===== config.mk =====
export PLATFORM = sky130hd
export DESIGN_NAME = fir_coef_loader_flat
export DESIGN_NICKNAME = d
export VERILOG_FILES = /design/src/rtl/fir_coef_loader_if.sv /design/src/rtl/fir_coef_loader.sv /design/src/flat_wrapper.sv
export SDC_FILE = /design/constraint.sdc
export NUM_CORES = 1
export LEC_CHECK = 0
export CAP_MARGIN = 5
export CORE_MARGIN = 3
export CORE_UTILIZATION = 56
export DETAILED_ROUTE_END_ITERATION = 10
export PLACE_DENSITY = 0.92
export SLEW_MARGIN = 20
export SYNTH_ARGS = -nofsm -noshare
export SYNTH_HDL_FRONTEND = slang
export SYNTH_SLANG_ARGS = --single-unit

===== constraint.sdc =====
create_clock -name dpu_clk -period 3.05 [get_ports dpu_clk]
set_input_delay 0.61 -clock dpu_clk [delete_from_list [all_inputs] [get_ports dpu_clk]]
set_output_delay 0.61 -clock dpu_clk [all_outputs]
set_load 0.03 [all_outputs]

===== src/rtl/fir_coef_loader_if.sv =====
// fir_coef_loader_if
//   Bundles the host tap-word stream and the coefficient-store write port of
//   fir_coef_loader.
//
//   Stream (host -> loader):  s_valid, s_data[BITS], s_last;  s_ready back
//   Row write (loader -> store): wr_en, wr_addr[$clog2(ROWS)], wr_data[BITS*(ORDER+1)]
//   Status (loader -> host):  load_busy, load_done, short_row
//   Optional (FIR_COEF_LOADER_CHECKSUM_EN): checksum[BITS], loader -> host
//
//   Modports: master = host/testbench side, slave = loader side.
interface fir_coef_loader_if #(
   parameter int BITS  = 16,
   parameter int ORDER = 4,
   parameter int ROWS  = 16
);
   localparam int AW    = (ROWS > 1) ? $clog2(ROWS) : 1;
   localparam int ROW_W = BITS * (ORDER + 1);

   logic             s_valid;
   logic             s_ready;
   logic [BITS-1:0]  s_data;
   logic             s_last;
   logic             wr_en;
   logic [AW-1:0]    wr_addr;
   logic [ROW_W-1:0] wr_data;
   logic             load_busy;
   logic             load_done;
   logic             short_row;
`ifdef FIR_COEF_LOADER_CHECKSUM_EN
   logic [BITS-1:0]  checksum;

   modport master (
      output s_valid, s_data, s_last,
      input  s_ready, wr_en, wr_addr, wr_data, load_busy, load_done, short_row, checksum
   );
   modport slave (
      input  s_valid, s_data, s_last,
      output s_ready, wr_en, wr_addr, wr_data, load_busy, load_done, short_row, checksum
   );
`else
   modport master (
      output s_valid, s_data, s_last,
      input  s_ready, wr_en, wr_addr, wr_data, load_busy, load_done, short_row
   );
   modport slave (
      input  s_valid, s_data, s_last,
      output s_ready, wr_en, wr_addr, wr_data, load_busy, load_done, short_row
   );
`endif
endinterface


===== src/rtl/fir_coef_loader.sv =====
// fir_coef_loader
//   Accepts a host stream of BITS-wide tap words (valid/ready), packs ORDER+1
//   taps per row and writes each full row into the coefficient store read by
//   the FIR controller. A row closes on tap ORDER or on s_last; taps missing
//   after an early s_last are written as zero and flagged with short_row.
//   A load ends on s_last or after row ROWS-1.
//
// Ports
//   dpu_clk  in   system clock, rising edge
//   rst_n    in   asynchronous active-low reset
//   bus      slave modport of fir_coef_loader_if:
//              s_valid/s_ready/s_data/s_last  host tap stream
//              wr_en/wr_addr/wr_data          one-cycle row write to the store
//              load_busy/load_done/short_row  load status
//
// Configuration
//   FIR_COEF_LOADER_CHECKSUM_EN  adds bus.checksum, mod-2^BITS sum of all
//                                accepted words of the current load.
module fir_coef_loader #(
   parameter int BITS  = 16,
   parameter int ORDER = 4,
   parameter int ROWS  = 16
) (
   input logic             dpu_clk,
   input logic             rst_n,
   fir_coef_loader_if.slave bus
);
   localparam int TAP_W = (ORDER > 0) ? $clog2(ORDER + 1) : 1;
   localparam int AW    = (ROWS > 1) ? $clog2(ROWS) : 1;
   localparam int ROW_W = BITS * (ORDER + 1);
   localparam logic [TAP_W-1:0] LAST_TAP = TAP_W'(ORDER);
   localparam logic [AW-1:0]    LAST_ROW = AW'(ROWS - 1);

   typedef enum logic [1:0] {IDLE, COLLECT, WRITE, DONE} state_t;

   state_t           state_q;
   logic [TAP_W-1:0] tap_q;
   logic [AW-1:0]    row_q;
   logic [ROW_W-1:0] pack_q;
   logic             last_q;
   logic             short_q;
   logic             ready_q;
   logic             wr_en_q;
   logic [AW-1:0]    wr_addr_q;
   logic [ROW_W-1:0] wr_data_q;
   logic             busy_q;
   logic             done_q;
   logic             short_row_q;

   logic             xfer;
   logic             row_end;
   logic [ROW_W-1:0] pack_d;

   // ready_q is only high in IDLE/COLLECT, so a transfer implies one of those states
   assign xfer    = bus.s_valid & ready_q;
   assign row_end = bus.s_last | (tap_q == LAST_TAP);

   // Tap 0 starts from an all-zero row so that slots after an early s_last are padding
   always_comb begin
      pack_d = (tap_q == '0) ? '0 : pack_q;
      for (int k = 0; k <= ORDER; k++) begin
         if (tap_q == TAP_W'(k)) pack_d[BITS*k +: BITS] = bus.s_data;
      end
   end

   always_ff @(posedge dpu_clk or negedge rst_n) begin
      if (!rst_n) begin
         state_q     <= IDLE;
         tap_q       <= '0;
         row_q       <= '0;
         pack_q      <= '0;
         last_q      <= 1'b0;
         short_q     <= 1'b0;
         ready_q     <= 1'b1;
         wr_en_q     <= 1'b0;
         wr_addr_q   <= '0;
         wr_data_q   <= '0;
         busy_q      <= 1'b0;
         done_q      <= 1'b0;
         short_row_q <= 1'b0;
      end else begin
         wr_en_q     <= 1'b0;
         done_q      <= 1'b0;
         short_row_q <= 1'b0;
         case (state_q)
            IDLE, COLLECT: begin
               if (xfer) begin
                  busy_q <= 1'b1;
                  pack_q <= pack_d;
                  if (row_end) begin
                     state_q   <= WRITE;
                     ready_q   <= 1'b0;
                     wr_en_q   <= 1'b1;
                     wr_addr_q <= row_q;
                     wr_data_q <= pack_d;
                     last_q    <= bus.s_last;
                     // s_last landing on the final tap is a normal end, not a short row
                     short_q   <= bus.s_last & (tap_q != LAST_TAP);
                     tap_q     <= '0;
                  end else begin
                     state_q <= COLLECT;
                     tap_q   <= tap_q + 1'b1;
                  end
               end
            end
            WRITE: begin
               if (last_q || (row_q == LAST_ROW)) begin
                  state_q     <= DONE;
                  done_q      <= 1'b1;
                  short_row_q <= short_q;
               end else begin
                  state_q <= COLLECT;
                  row_q   <= row_q + 1'b1;
                  ready_q <= 1'b1;
               end
            end
            DONE: begin
               state_q <= IDLE;
               busy_q  <= 1'b0;
               row_q   <= '0;
               tap_q   <= '0;
               last_q  <= 1'b0;
               short_q <= 1'b0;
               ready_q <= 1'b1;
            end
            default: state_q <= IDLE;
         endcase
      end
   end

`ifdef FIR_COEF_LOADER_CHECKSUM_EN
   logic [BITS-1:0] cksum_q;

   // First transfer of a load (taken in IDLE) restarts the sum
   always_ff @(posedge dpu_clk or negedge rst_n) begin
      if (!rst_n) begin
         cksum_q <= '0;
      end else if (xfer) begin
         cksum_q <= (state_q == IDLE) ? bus.s_data : cksum_q + bus.s_data;
      end
   end

   assign bus.checksum = cksum_q;
`endif

   assign bus.s_ready   = ready_q;
   assign bus.wr_en     = wr_en_q;
   assign bus.wr_addr   = wr_addr_q;
   assign bus.wr_data   = wr_data_q;
   assign bus.load_busy = busy_q;
   assign bus.load_done = done_q;
   assign bus.short_row = short_row_q;
endmodule


===== src/flat_wrapper.sv =====
// flat-port wrapper written by rule: the top's interface ports become plain ports
module fir_coef_loader_flat 
#(
   parameter int BITS  = 16,
   parameter int ORDER = 4,
   parameter int ROWS  = 16
)
  (dpu_clk, rst_n, bus_s_valid, bus_s_data, bus_s_last, bus_s_ready, bus_wr_en, bus_wr_addr, bus_wr_data, bus_load_busy, bus_load_done, bus_short_row);
  fir_coef_loader_if #(.BITS(BITS), .ORDER(ORDER), .ROWS(ROWS)) bus_i ();
  input logic dpu_clk;
  input logic rst_n;
  input wire logic [$bits(bus_i.s_valid)-1:0] bus_s_valid;
  input wire logic [$bits(bus_i.s_data)-1:0] bus_s_data;
  input wire logic [$bits(bus_i.s_last)-1:0] bus_s_last;
  output wire logic [$bits(bus_i.s_ready)-1:0] bus_s_ready;
  output wire logic [$bits(bus_i.wr_en)-1:0] bus_wr_en;
  output wire logic [$bits(bus_i.wr_addr)-1:0] bus_wr_addr;
  output wire logic [$bits(bus_i.wr_data)-1:0] bus_wr_data;
  output wire logic [$bits(bus_i.load_busy)-1:0] bus_load_busy;
  output wire logic [$bits(bus_i.load_done)-1:0] bus_load_done;
  output wire logic [$bits(bus_i.short_row)-1:0] bus_short_row;
  assign bus_i.s_valid = bus_s_valid;
  assign bus_i.s_data = bus_s_data;
  assign bus_i.s_last = bus_s_last;
  assign bus_s_ready = bus_i.s_ready;
  assign bus_wr_en = bus_i.wr_en;
  assign bus_wr_addr = bus_i.wr_addr;
  assign bus_wr_data = bus_i.wr_data;
  assign bus_load_busy = bus_i.load_busy;
  assign bus_load_done = bus_i.load_done;
  assign bus_short_row = bus_i.short_row;
  fir_coef_loader #(.BITS(BITS), .ORDER(ORDER), .ROWS(ROWS)) u_core (.dpu_clk(dpu_clk), .rst_n(rst_n), .bus(bus_i));
endmodule

==> reports/results.txt, run 1 <==
GP Congestion = 0.8056
Sink Count = 180
Ant. Diodes = 0
synthesized area = 8100 um2
GRT Overall Usage = 24.40%
setup violators final = 0
routed via count = 5341
area of the multi-input gates = 3284 um2
Arr. time, crit path = 2.79 ns
post-layout util = 70.38%
Worst-Margin Slew = 0.8624 ns
Avg Cell Area, Syn = 13.97 um2
register area = 4506 um2
layout cells sized above 1 = 25.15%
final hold slack = 0.1306 ns
Final Cell Area = 9844 um2
final WL = 19070 um
sequential power share = 36.6%
# port buffers = 108
largest net degree at the start of global routing = 66
CP Cell Sequence = inv_1 > ha_1 > clkinv_1 > nor3_2 > buf_4 > a22o_1
Residual DRC = 0
cell-internal power = 6.318 mW
post-CTS setup buffers = 0
count of cell types in the netlist = 43
Primary FF master, synth = dfrtp_1
Leak = 4.445 nW
Ports = 109
number of global-route vias before repair = 5511
#FFs+latches synth = 180
area grow syn2layout = 21.53%
setup TNS = 0 ns
clock power share = 21.5%
Combinational Power Share = 41.9%
Mapped Cells = 580
Die ar. = 15940 um2
Die Y-Extent = 126.3 um
worst skew pair latency = 0.43 ns
DRT antenna net count = 0
sw frac = 36.46%
FF-to-FF setup slack = 0.63 ns
Placement Setup Slack = 0.4311 ns
H-tree levels = 4
Non-Filler Instances = 860
routed len/inst = 22.17 um
Worst EP required = 3.42 ns
overall power consumption = 9.945 mW
placed cell area = 9270 um2
switching pwr = 3.626 mW
clock skew = 0.01218 ns
endpoint type of the worst setup path = register
crit share post-route = 79.39%
First DRT Iteration DRCs = 459
final worst path period need = 2.421 ns
total global routing overflow = 0
RSZ-0062 raised after global routing = false
Hold WC Path Type = in2async
placed cell count = 828
core box area = 13990 um2
Final Hold Viols = 0
Worst VDD drop = 636.3 uV
number of CTS-inserted buffers = 17
TritonCTS clock tree = done
Clk Tree Root Cell = clkbuf_16
PD cells = 1010 nW/um2
post-DP HPWL = 12200 um
Final nets = 693
synth warn = 0
largest fanout on the critical path = 17
max frequency = 413.0 MHz
Worst path max stage delay = 0.58 ns
Post-CTS Resized = 0
post-synthesis sequential area ratio = 55.62%
Die W = 126.3 um
slowest CP cell = clkinv_1
hold buffer count at CTS = 0
ys async rst share = 100.0%
clock slew seen by the registers of the worst setup and hold paths = 0.07 ns
syn nets = 606
status = finished, final reports clean
Std-Cell Rows = 43
fillers = 880
first-pass GRT wire length = 30520 um
fin worst setup slack = 0.6287 ns
Initial Util = 57.91%
max-cap viol count = 0
detail-routed via count per cell = 6.210
Startpoint Class = register
Clock Path Buffers = 2
WS Path Type = reg2reg
Max-slew headroom = 42.48%
final slew viol count = 0
number of flops mapped to enable cells by yosys = 0
Detailed Routing Iterations Pass 1 = 5
initial antenna violation count = 0
==> flip-flops by register name, summed over array words and instances, names as in the netlist <==
register	cells
u_core.bus.s_ready	1
u_core.bus.load_done	1
u_core.last_q	1
u_core.short_q	1
u_core.bus.wr_data	80
u_core.state_q	2
u_core.bus.wr_addr	4
u_core.bus.wr_en	1
u_core.bus.short_row	1
u_core.pack_q	80
u_core.tap_q	3
u_core.bus.load_busy	1
u_core.row_q	4
==> worst max-delay path, delay by kind of cell, from the launching register on <==
family	cells	cell delay (ns)
AND/OR/NAND/NOR	1	0.33
AO/OA/AOI/OAI	1	0.19
adder cells (fa/ha/maj)	1	0.43
flip-flops	1	0.43
buffers and inverters	3	0.97
==> logic make-up after synthesis <==
family                   after synthesis  synth area share [%]
flip-flops                           180                 55.62
AO/OA/AOI/OAI                        150                 15.03
multiplexers                         117                 19.88
AND/OR/NAND/NOR                       65                 4.541
buffers and inverters                 62                 4.001
adder cells (fa/ha/maj)                6                0.9268
==> final cells by class <==
| cell class | instances | share of cell area [%] |
|---|---|---|
| clock buffer | 21 | 4.474 |
| clock inverter | 11 | 1.296 |
| multi-input combinational | 338 | 33.36 |
| sequential | 180 | 45.77 |
| timing repair buffer | 123 | 12.52 |
| tap | 180 | 2.288 |
| inverter | 7 | 0.2923 |
==> per-layer routing <==
layer	vias to the layer above	track usage [%]	wire length [um]
met4	0	8.770	346
met5	-	0	0
met2	254	37.34	9062
li1	2303	-	-
met1	2748	34.45	8296
met3	36	5.810	1361
==> Yosys cell counts, types with 3 or more instances <==
| cell | count | share of area (%) |
|---|---|---|
| ha_1 | 6 | 0.93 |
| and2_1 | 5 | 0.39 |
| buf_6 | 10 | 1.4 |
| mux2_2 | 39 | 5.4 |
| a21oi_1 | 3 | 0.19 |
| clkbuf_1 | 28 | 1.3 |
| nor2b_1 | 4 | 0.31 |
| o21ai_0 | 18 | 1.1 |
| mux2_4 | 78 | 14 |
| buf_2 | 8 | 0.49 |
| a22o_1 | 113 | 12 |
| buf_1 | 8 | 0.37 |
| dfrtp_1 | 179 | 55 |
| o21ai_1 | 4 | 0.25 |
| nand2b_1 | 18 | 1.4 |
| inv_1 | 5 | 0.23 |
| nand2_1 | 24 | 1.1 |
==> power by group through the flow <==
stage	registers [mW]	logic [mW]	clock network, mW
6_report	3.64	4.16	2.14
5_1_grt	3.72	4.40	2.27
4_1_cts	3.63	4.18	2.16
3_5_place_dp	3.64	4.12	0
3_3_place_gp	3.58	3.99	0
2_1_floorplan	4.23	2.15	0
==> final timing paths <==
kind | depth (start not counted) | startpoint | end
setup / recovery | 6 | u_core.tap_q[0]$_DFFE_PN0P_ | u_core.pack_q[68]$_DFFE_PN0P_
hold / removal | 1 | rst_n | u_core.pack_q[52]$_DFFE_PN0P_
setup reg to reg | 6 | u_core.tap_q[0]$_DFFE_PN0P_ | u_core.pack_q[68]$_DFFE_PN0P_
hold reg to reg | 1 | u_core.pack_q[1]$_DFFE_PN0P_ | u_core.pack_q[1]$_DFFE_PN0P_
max in group asynchronous | 2 | rst_n | u_core.pack_q[3]$_DFFE_PN0P_
min in group dpu_clk | 1 | u_core.pack_q[1]$_DFFE_PN0P_ | u_core.pack_q[1]$_DFFE_PN0P_
==> cell usage in the layout (no fill, tap or decap), types with 3 or more instances in the layout <==
cell type	n
a21oi_1	3
a22o_1	113
and2_1	5
buf_12	3
buf_4	12
clkbuf_1	4
clkbuf_16	17
clkdlybuf4s50_1	107
clkinvlp_4	3
dfrtp_1	179
ha_1	6
inv_1	5
inv_6	3
mux2_2	39
mux2_4	78
nand2_1	24
nand2b_1	18
nor2b_1	3
o21ai_0	18
o21ai_1	3
Power figures use the tool's default switching activity.
==> run 2, diff against run 1 <==
Settings changed: CORE_UTILIZATION 56 to 55, PLACE_DENSITY 0.92 to 0.91.
Clock period 3.05 ns to 2.5 ns, I/O delays scaled along.
==> reports/results.txt, run 2 (synthesis results as in run 1) <==
clock slew seen by the registers of the worst setup and hold paths = 0.06 ns
clock skew = 0.007074 ns
final slew viol count = 0
GRT Overall Usage = 24.60%
highest-count cells in the layout ignoring fill and taps = dfrtp_1, a22o_1, clkdlybuf4s50_1, mux2_4, mux2_2
largest fanout on the critical path = 29
max-cap viol count = 0
WS Path Type = reg2reg
fin worst setup slack = 0.1950 ns
hold buffer count at CTS = 0
fillers = 896
post-CTS setup buffers = 0
Max-slew headroom = 45.13%
Post-CTS Resized = 0
Die ar. = 16220 um2
Hold WC Path Type = in2async
Clock Path Buffers = 2
Die W = 127.4 um
crit share post-route = 92.20%
Arr. time, crit path = 2.61 ns
Initial Util = 57.25%
post-DP HPWL = 12380 um
total global routing overflow = 0
Residual DRC = 0
Ports = 109
DRT antenna net count = 0
largest net degree at the start of global routing = 73
Std-Cell Rows = 43
TritonCTS clock tree = done
Final Cell Area = 9927 um2
layout cells sized above 1 = 26.32%
worst path bufs/invs = 3
Sink Count = 180
Detailed Routing Iterations Pass 1 = 5
post-layout util = 70.16%
FF-to-FF setup slack = 0.20 ns
detail-routed via count per cell = 6.225
Final Hold Viols = 0
initial antenna violation count = 0
Clk Tree Root Cell = clkbuf_16
GP Congestion = 0.8310
final hold slack = 0.09268 ns
commonest non-fill, non-tap cell in the layout = dfrtp_1
Worst path max stage delay = 0.43 ns
Ant. Diodes = 0
routed len/inst = 22.39 um
PD cells = 1234 nW/um2
Worst EP required = 2.81 ns
routed via count = 5378
endpoint type of the worst setup path = register
number of CTS-inserted buffers = 17
worst skew pair latency = 0.43 ns
First DRT Iteration DRCs = 519
final worst path period need = 2.305 ns
Worst-Margin Slew = 0.8225 ns
Final nets = 697
Crit path max-delay family = buffers and inverters
setup TNS = 0 ns
Die Y-Extent = 127.4 um
Worst VDD drop = 663.1 uV
final WL = 19350 um
number of global-route vias before repair = 5589
slowest CP cell = ha_1
max frequency = 433.8 MHz
setup violators final = 0
Leak = 4.485 nW
core box area = 14150 um2
Startpoint Class = register
area grow syn2layout = 22.55%
status = finished, final reports clean
# port buffers = 108
RSZ-0062 raised after global routing = false
placed cell area = 9321 um2
Placement Setup Slack = 0.03030 ns
first-pass GRT wire length = 31110 um
CP Cell Sequence = inv_1 > ha_1 > and2_1 > o21ai_4 > inv_4 > buf_12 > mux2_4
H-tree levels = 4
==> run 2: changes by cell type in the layout (fill, tap and decap cells not counted), sizes merged <==
| cell | before | now |
|---|---|---|
| clkinvlp | 3 | 4 |
| inv | 9 | 6 |
| buf | 16 | 20 |
| clkbuf | 21 | 20 |
| clkinv | 4 | 7 |
==> run 2: layer usage <==
layer,vias up,track usage (%),part of all wire [%]
met2,233,38.25,48
met5,-,0,0
met3,38,4.933,5.9
met4,0,9.905,2.3
met1,2802,34.26,43
li1,2305,-,-
==> run 2: worst paths after layout <==
check / to / startpoint / depth (start not counted)
max: u_core.bus.wr_data[18]$_DFFE_PN0P_ / u_core.tap_q[0]$_DFFE_PN0P_ / 7
min: u_core.bus.wr_data[18]$_DFFE_PN0P_ / rst_n / 1
max reg2reg: u_core.bus.wr_data[18]$_DFFE_PN0P_ / u_core.tap_q[0]$_DFFE_PN0P_ / 7
min reg2reg: u_core.pack_q[35]$_DFFE_PN0P_ / u_core.pack_q[35]$_DFFE_PN0P_ / 1
max in group asynchronous: u_core.bus.s_ready$_DFFE_PN1P_ / rst_n / 2
min in group dpu_clk: u_core.pack_q[35]$_DFFE_PN0P_ / u_core.pack_q[35]$_DFFE_PN0P_ / 1
==> run 2: cell type report <==
class                   count  area [um2]  share of cell area [%]
clock buffers              20       456.7                   4.600
clock inverters            12       131.4                   1.323
inverters                   7       28.78                  0.2899
multi-input cells         338        3292                   33.16
flip-flops and latches    180        4506                   45.39
well taps                 180       225.2                   2.269
repair buffers            127        1287                   12.97
==> run 2: power by group <==
group          switching, mW  internal [mW]
clock network           1.13           1.52
logic                   2.69           2.46
registers              0.636           3.81
==> run 2: per-stage QoR <==
stage	power (mW)	cells
final	12.25	864
after global routing	12.75	864
after CTS	12.24	864
after detailed placement	9.501	832
after global placement	9.267	832
after floorplan	7.776	580
==> run 2: worst register-to-register path: cells and delay by family, from the launching register on <==
kind / cells / cell delay (ns)
flops: 1 / 0.42
fa+ha+maj: 1 / 0.43
mux: 1 / 0.34
compound gates: 1 / 0.13
buf+inv: 3 / 0.61
simple gates: 1 / 0.27
==> run 3, diff against run 2 <==
Settings changed: CTS_BUF_LIST set to sky130_fd_sc_hd__clkbuf_16.
==> reports/results.txt, run 3 (synthesis results as in run 1) <==
routed len/inst = 22.20 um
Detailed Routing Iterations Pass 1 = 5
hold buffer count at CTS = 0
endpoint type of the worst setup path = register
GP Congestion = 0.8310
largest fanout on the critical path = 29
Sink Count = 180
Ant. Diodes = 0
Final nets = 697
Arr. time, crit path = 2.59 ns
Placement Setup Slack = 0.03030 ns
Leak = 4.477 nW
layout cells sized above 1 = 25.88%
Final Hold Viols = 0
TritonCTS clock tree = done
max-cap viol count = 0
Residual DRC = 0
Max-slew headroom = 25.28%
Die ar. = 16220 um2
worst skew pair latency = 0.43 ns
Worst-Margin Slew = 1.113 ns
Clk Tree Root Cell = clkbuf_16
Worst VDD drop = 663.4 uV
largest net degree at the start of global routing = 73
Post-CTS Resized = 0
DRT antenna net count = 0
crit share post-route = 91.16%
max frequency = 438.8 MHz
Die W = 127.4 um
setup violators final = 0
core box area = 14150 um2
First DRT Iteration DRCs = 568
number of global-route vias before repair = 5548
final slew viol count = 0
final hold slack = 0.08840 ns
total global routing overflow = 0
clock skew = 0.006532 ns
Initial Util = 57.25%
area grow syn2layout = 22.26%
post-CTS setup buffers = 0
Final Cell Area = 9903 um2
Ports = 109
Std-Cell Rows = 43
detail-routed via count per cell = 6.207
Hold WC Path Type = in2async
overall power consumption = 12.16 mW
first-pass GRT wire length = 30940 um
status = finished, final reports clean
clock slew seen by the registers of the worst setup and hold paths = 0.06 ns
fin worst setup slack = 0.2211 ns
cell-internal power = 7.720 mW
clock power share = 21.3%
initial antenna violation count = 0
Clock Path Buffers = 2
sequential power share = 36.6%
PD cells = 1228 nW/um2
final worst path period need = 2.279 ns
GRT Overall Usage = 24.39%
final WL = 19180 um
commonest non-fill, non-tap cell in the layout = dfrtp_1
sw frac = 36.53%
H-tree levels = 4
post-layout util = 69.99%
switching pwr = 4.443 mW
WS Path Type = reg2reg
setup TNS = 0 ns
RSZ-0062 raised after global routing = false
Combinational Power Share = 42.2%
Non-Filler Instances = 864
# port buffers = 108
placed cell count = 832
Startpoint Class = register
number of CTS-inserted buffers = 17
highest-count cells in the layout ignoring fill and taps = dfrtp_1, a22o_1, clkdlybuf4s50_1, mux2_4, mux2_2
Worst EP required = 2.81 ns
placed cell area = 9321 um2
Die Y-Extent = 127.4 um
post-DP HPWL = 12380 um
routed via count = 5363
==> run 3: cell types whose count changed in the layout (fill, tap and decap cells not counted), sizes merged <==
cell    previous run  this run
clkinv             7         9
inv                6         7
clkbuf            20        17
==> run 3: critical path, stage by stage (launching register included) <==
cell	delay, ns
dfrtp_1	0.41
inv_1	0.12
ha_1	0.41
and2_1	0.26
o21ai_4	0.12
inv_4	0.21
buf_12	0.27
mux2_4	0.33
==> run 3: final timing paths <==
kind | startpoint | end | slack, ns | cells after the start
setup / recovery | u_core.tap_q[0]$_DFFE_PN0P_ | u_core.bus.wr_data[27]$_DFFE_PN0P_ | 0.22 | 7
hold / removal | rst_n | u_core.pack_q[20]$_DFFE_PN0P_ | 0.09 | 1
max in group asynchronous | rst_n | u_core.bus.s_ready$_DFFE_PN1P_ | 1.66 | 2
hold reg to reg | u_core.pack_q[44]$_DFFE_PN0P_ | u_core.pack_q[44]$_DFFE_PN0P_ | 0.51 | 1
setup reg to reg | u_core.tap_q[0]$_DFFE_PN0P_ | u_core.bus.wr_data[27]$_DFFE_PN0P_ | 0.22 | 7
min in group dpu_clk | u_core.pack_q[44]$_DFFE_PN0P_ | u_core.pack_q[44]$_DFFE_PN0P_ | 0.51 | 1
==> run 3: metal layers <==
metal | part of all wire, % | GRT usage [%] | vias up
met2 | 48 | 37.94 | 227
met4 | 2.1 | 9.464 | 0
met5 | 0 | 0 | -
li1 | - | - | 2307
met3 | 5.9 | 4.431 | 32
met1 | 44 | 34.42 | 2797
==> run 3: final cells by class <==
type,count,area (um2)
timing repair buffer,127,1287
tap,180,225.2
clock inverter,15,142.6
multi-input combinational,338,3288
inverter,7,28.78
clock buffer,17,425.4
sequential,180,4506
fill,889,4247
==> run 3: power by group through the flow <==
| stage | Sequential (mW) | Clock (mW) | Combinational, mW |
|---|---|---|---|
| 5_1_grt | 4.53 | 2.72 | 5.42 |
| 3_5_place_dp | 4.45 | 0 | 5.05 |
| 6_report | 4.45 | 2.59 | 5.13 |
| 2_1_floorplan | 5.16 | 0 | 2.62 |
| 4_1_cts | 4.42 | 2.61 | 5.12 |
| 3_3_place_gp | 4.38 | 0 | 4.89 |
==> RTL edit 1: new RTL, settings of run 2 <==
`ORDER` is set to 4 in 3 places; all go to 2.
--- a/src/rtl/fir_coef_loader_if.sv
+++ b/src/rtl/fir_coef_loader_if.sv
@@ -10,7 +10,7 @@
 //   Modports: master = host/testbench side, slave = loader side.
 interface fir_coef_loader_if #(
    parameter int BITS  = 16,
-   parameter int ORDER = 4,
+   parameter int ORDER = 2,
    parameter int ROWS  = 16
 );
    localparam int AW    = (ROWS > 1) ? $clog2(ROWS) : 1;
--- a/src/rtl/fir_coef_loader.sv
+++ b/src/rtl/fir_coef_loader.sv
@@ -18,7 +18,7 @@
 //                                accepted words of the current load.
 module fir_coef_loader #(
    parameter int BITS  = 16,
-   parameter int ORDER = 4,
+   parameter int ORDER = 2,
    parameter int ROWS  = 16
 ) (
    input logic             dpu_clk,
--- a/src/flat_wrapper.sv
+++ b/src/flat_wrapper.sv
@@ -2,7 +2,7 @@
 module fir_coef_loader_flat 
 #(
    parameter int BITS  = 16,
-   parameter int ORDER = 4,
+   parameter int ORDER = 2,
    parameter int ROWS  = 16
 )
   (dpu_clk, rst_n, bus_s_valid, bus_s_data, bus_s_last, bus_s_ready, bus_wr_en, bus_wr_addr, bus_wr_data, bus_load_busy, bus_load_done, bus_short_row);
Interface: changed (resized bus_wr_data); port bits go from 109 to 77. The function was not compared with the original's and may differ.
==> RTL edit 1 against run 2 <==
  * Power down 32%
  * Area after synthesis down 41%
  * Setup slack worse by 0.074 ns
  * Sequential power down 31%
  * Clock skew down 0.00080 ns
  * Count of clock-buffer cells in the layout down 2
  * Sequential cell count down 65
  * Synthesized cell count down 30%
  * Routed wire length down 33%
  * Design area down 37%
  * Largest power group is now sequential cells
==> RTL edit 1: results (changes against run 2) <==
metric,value,unit,change
"worst slack, placed",0.161,ns,+0.131 ns
Reg2Reg Depth,5,,-2
GPL Wtd Cong,0.808,,-2.7%
H-tree depth,4,,unchanged
Adder-Cell Fraction of Synth Area,0.0104,,+0.00112
Hold Path Class,flip-flop to flip-flop,,
final wirelength,13000,um,-33%
top post-synthesis cells by area,"dfrtp_1 (59%), o21ai_0 (10%), a22o_1 (6.0%), a22oi_1 (5.0%), mux2_2 (4.4%)",,
syn_nets,428,,-29%
vias in the first global route,4018,,-28%
Pleak,2.79,nW,-38%
share of cells above drive strength 1,0.143,,-0.121
CP max stage delay,0.92,ns,+0.49 ns
area growth from synthesis to layout,30.3,%,
drt pass-1 iters,6,,+1
"Seq/Total Area, Yosys",0.598,,+0.0416
Placed Area,5660,um2,-39%
"Avg Cell Area, Syn",11.9,um2,-15%
vias per cell,6.58,,+5.7%
"Max FO, Critical Path",16,,-45%
Worst Path Arrival,2.78,ns,+0.17 ns
mux cell area share after synthesis,0.0821,,-0.117
CP max stage cell,nor2_1,,
Placed Instances,563,,-32%
first-pass GRT wire length,21000,um,-32%
Synth cell types,35,,-19%
post-synthesis compound-gate area fraction,0.237,,+0.0864
fin nets,502,,-28%
Global Route Usage Sum,0.271,,+0.0255
most frequent cells after synthesis,"dfrtp_1 (114), o21ai_0 (99), a22o_1 (33)",,
Initial DRC Count,365,,-30%
largest net degree at the start of global routing,52,,-29%
CTS root buf,clkbuf_8,,
peak supply drop,893,uV,+35%
status,"complete, no violations",,
Slew Limit Headroom,0.230,,-0.221
FILL cells,498,,-44%
clk_skew,0.00628,ns,-0.000797 ns
Port Buffers,76,,-30%
Final HPWL DP,7710,um,-38%
Clock Latency Late Sink,0.50,ns,+0.07 ns
Vias,3923,,-27%
==> RTL edit 1: path summary, 6_finish.rpt <==
check	end	slack, ns
hold / removal	u_core.pack_q[27]	0.50
hold reg to reg	u_core.pack_q[27]	0.50
setup reg to reg	u_core.bus.wr_data[45]	0.12
max in group asynchronous	u_core.pack_q[27]	1.19
setup / recovery	u_core.bus.wr_data[45]	0.12
min in group asynchronous	u_core.bus.wr_data[3]	0.52
==> RTL edit 1: metal layers <==
metal | GRT usage | part of all wire | up-vias
li1 | - | - | 1658
met1 | 0.361 | 0.40 | 1966
met2 | 0.442 | 0.50 | 271
met3 | 0.0764 | 0.085 | 28
met4 | 0.0735 | 0.016 | 0
met5 | 0 | 0 | -
==> RTL edit 1: area by class of cell <==
| cell class | instances | area share |
|---|---|---|
| sequential | 115 | 0.459 |
| multi-input combinational | 250 | 0.279 |
| timing repair buffer | 88 | 0.142 |
| clock buffer | 18 | 0.0682 |
| clock inverter | 14 | 0.0285 |
| tap | 105 | 0.0209 |
| inverter | 6 | 0.00359 |
==> RTL edit 1: timing repair <==
action                                  in CTS  in global routing
endpoints found under the setup margin       0                  0
hold buffers                                 1                  0
hold endpoints to repair                    38                  0
==> RTL edit 1: cells by family (layout without fill, tap and decap cells) <==
logic type,count (synthesis),in the layout
fa+ha+maj,4,4
buf+inv,39,126
simple gates,28,28
mux,37,37
flops,115,115
compound gates,181,181
==> RTL edit 1: critical path, delay by kind of cell, from the launching register on <==
family / cells / cell delay (ns)
buffers and inverters: 1 / 0.10
flip-flops: 1 / 0.41
adder cells (fa/ha/maj): 1 / 0.40
AO/OA/AOI/OAI: 2 / 0.46
AND/OR/NAND/NOR: 1 / 0.92
==> RTL edit 1: report_power, final <==
part           switching (mW)  internal [mW]
clock                   0.878           1.56
sequential              0.482           2.57
combinational            1.64           1.21
==> RTL edit 2: new RTL, flow settings as in run 2 <==
Made on the original files. The 4 states of `state_t` get a one-hot encoding in 4 bits.
--- a/src/rtl/fir_coef_loader.sv
+++ b/src/rtl/fir_coef_loader.sv
@@ -31,7 +31,7 @@
    localparam logic [TAP_W-1:0] LAST_TAP = TAP_W'(ORDER);
    localparam logic [AW-1:0]    LAST_ROW = AW'(ROWS - 1);
 
-   typedef enum logic [1:0] {IDLE, COLLECT, WRITE, DONE} state_t;
+   typedef enum logic [3:0] {IDLE = 4'b0001, COLLECT = 4'b0010, WRITE = 4'b0100, DONE = 4'b1000} state_t;
 
    state_t           state_q;
    logic [TAP_W-1:0] tap_q;
Formal check against the unedited RTL: no difference found for any inputs over 4 cycles, from zero or initial values and one cycle with rst_n low; so few cycles prove little.
==> RTL edit 2 against run 2 <==
  * Power grew 14%
  * Maximum frequency grew 5.3%
  * Routed wire length grew 5.3%
  * Critical path depth shrank 6
  * Clock power grew 5%
  * Hold slack lost 0.075 ns
  * Design area shrank 3.6%
  * Sequential cell count grew 2
  * Non-clock buffer count grew 6
  * Area after synthesis shrank 4.5%
  * Die area shrank 4.3%
  * Setup slack gained 0.12 ns
  * Global-route usage grew 2.0 points
  * Critical endpoint is now bus_s_ready
==> RTL edit 2: results (changes against run 2) <==
metric,value,unit,change
Pleak,4.16,nW,-7.2%
mux cell area share after synthesis,0.0366,,-0.162
fin nets,828,,+19%
"Avg Cell Area, Syn",10.7,um2,-23%
peak supply drop,850,uV,+28%
Initial DRC Count,881,,+70%
Adder-Cell Fraction of Synth Area,0.00971,,+0.000438
"worst slack, placed",0.0926,ns,+0.0623 ns
final wirelength,20400,um,+5.3%
xor-xnor portion of the synthesized cell area,0.00324,,+0.00324
WL met1,8130,um,-3.3%
vias per cell,6.20,,-0.33%
wire length on met2,10100,um,+7.7%
Worst Path Arrival,1.69,ns,-0.92 ns
Global Route Usage Sum,0.266,,+0.0205
main combinational cell family by area after synthesis,compound AO/OA/AOI/OAI gates,,
CP max stage delay,0.68,ns,+0.25 ns
Final HPWL DP,12800,um,+3.1%
first-pass GRT wire length,32800,um,+5.4%
drt pass-1 iters,6,,+1
"Max FO, Critical Path",5,,-83%
status,"complete, no violations",,
largest net degree at the start of global routing,65,,-11%
Synth cell types,47,,+9.3%
FILL cells,910,,+1.6%
==> RTL edit 2: changes by cell type in the layout (fill, tap and decap cells not counted), sizes merged, moves of 47 or more <==
cell,delta
nand2,+55
a22o,-64
a22oi,+47
nor2,+80
mux2,-97
a21oi,+63
==> RTL edit 2: stage by stage <==
step / cell area [um2] / hold slack [ns]
floorplan: 7730 / 0.204
global placement: 8960 / 0.454
detailed placement: 8960 / 0.463
CTS: 9570 / 0.0338
global route: 9570 / 0.0455
finish: 9570 / 0.0178
==> RTL edit 2: layer usage <==
| metal | vias to the layer above | global-route usage |
|---|---|---|
| li1 | 2704 | - |
| met1 | 3071 | 0.352 |
| met2 | 328 | 0.436 |
| met3 | 45 | 0.0536 |
| met4 | 0 | 0.105 |
| met5 | - | 0 |
==> RTL edit 2: cell families after synthesis <==
group / count (synthesis)
AOI/OAI and AO/OA: 228
xor gates and xnor gates: 2
adders and majority gates: 6
buffers and inverters: 75
DFF: 182
muxes: 22
and+or+nand+nor: 205
==> RTL edit 2: path summary, 6_finish.rpt <==
check | from | endpoint | slack, ns | depth (start not counted)
worst max-delay path | u_core.bus.s_ready | bus_s_ready | 0.31 | 1
worst min-delay path | rst_n | u_core.row_q[3] | 0.02 | 1
worst max register to register | u_core.tap_q[0] | u_core.bus.wr_data[48] | 0.33 | 6
worst min register to register | u_core.pack_q[73] | u_core.pack_q[73] | 0.47 | 2
max in group asynchronous | rst_n | u_core.bus.s_ready | 1.78 | 2
min in group dpu_clk | u_core.pack_q[73] | u_core.pack_q[73] | 0.47 | 2
==> RTL edit 2: report_power, final <==
group	internal [mW]	switching, mW	total, mW
Clock	1.67	1.13	2.80
Sequential	4.15	0.813	4.97
Combinational	2.51	3.72	6.23
Total	8.33	5.66	14.0
==> RTL edit 2: layout make-up <==
type,instances,area [um2],area share
Timing Repair Buffer,133,1330,0.139
Clock buffer,19,433,0.0453
Clock inverter,13,178,0.0186
Inverter,5,18.8,0.00196
Sequential cell,182,4560,0.476
Multi-Input combinational cell,463,2830,0.296
Tap cell,176,220,0.0230
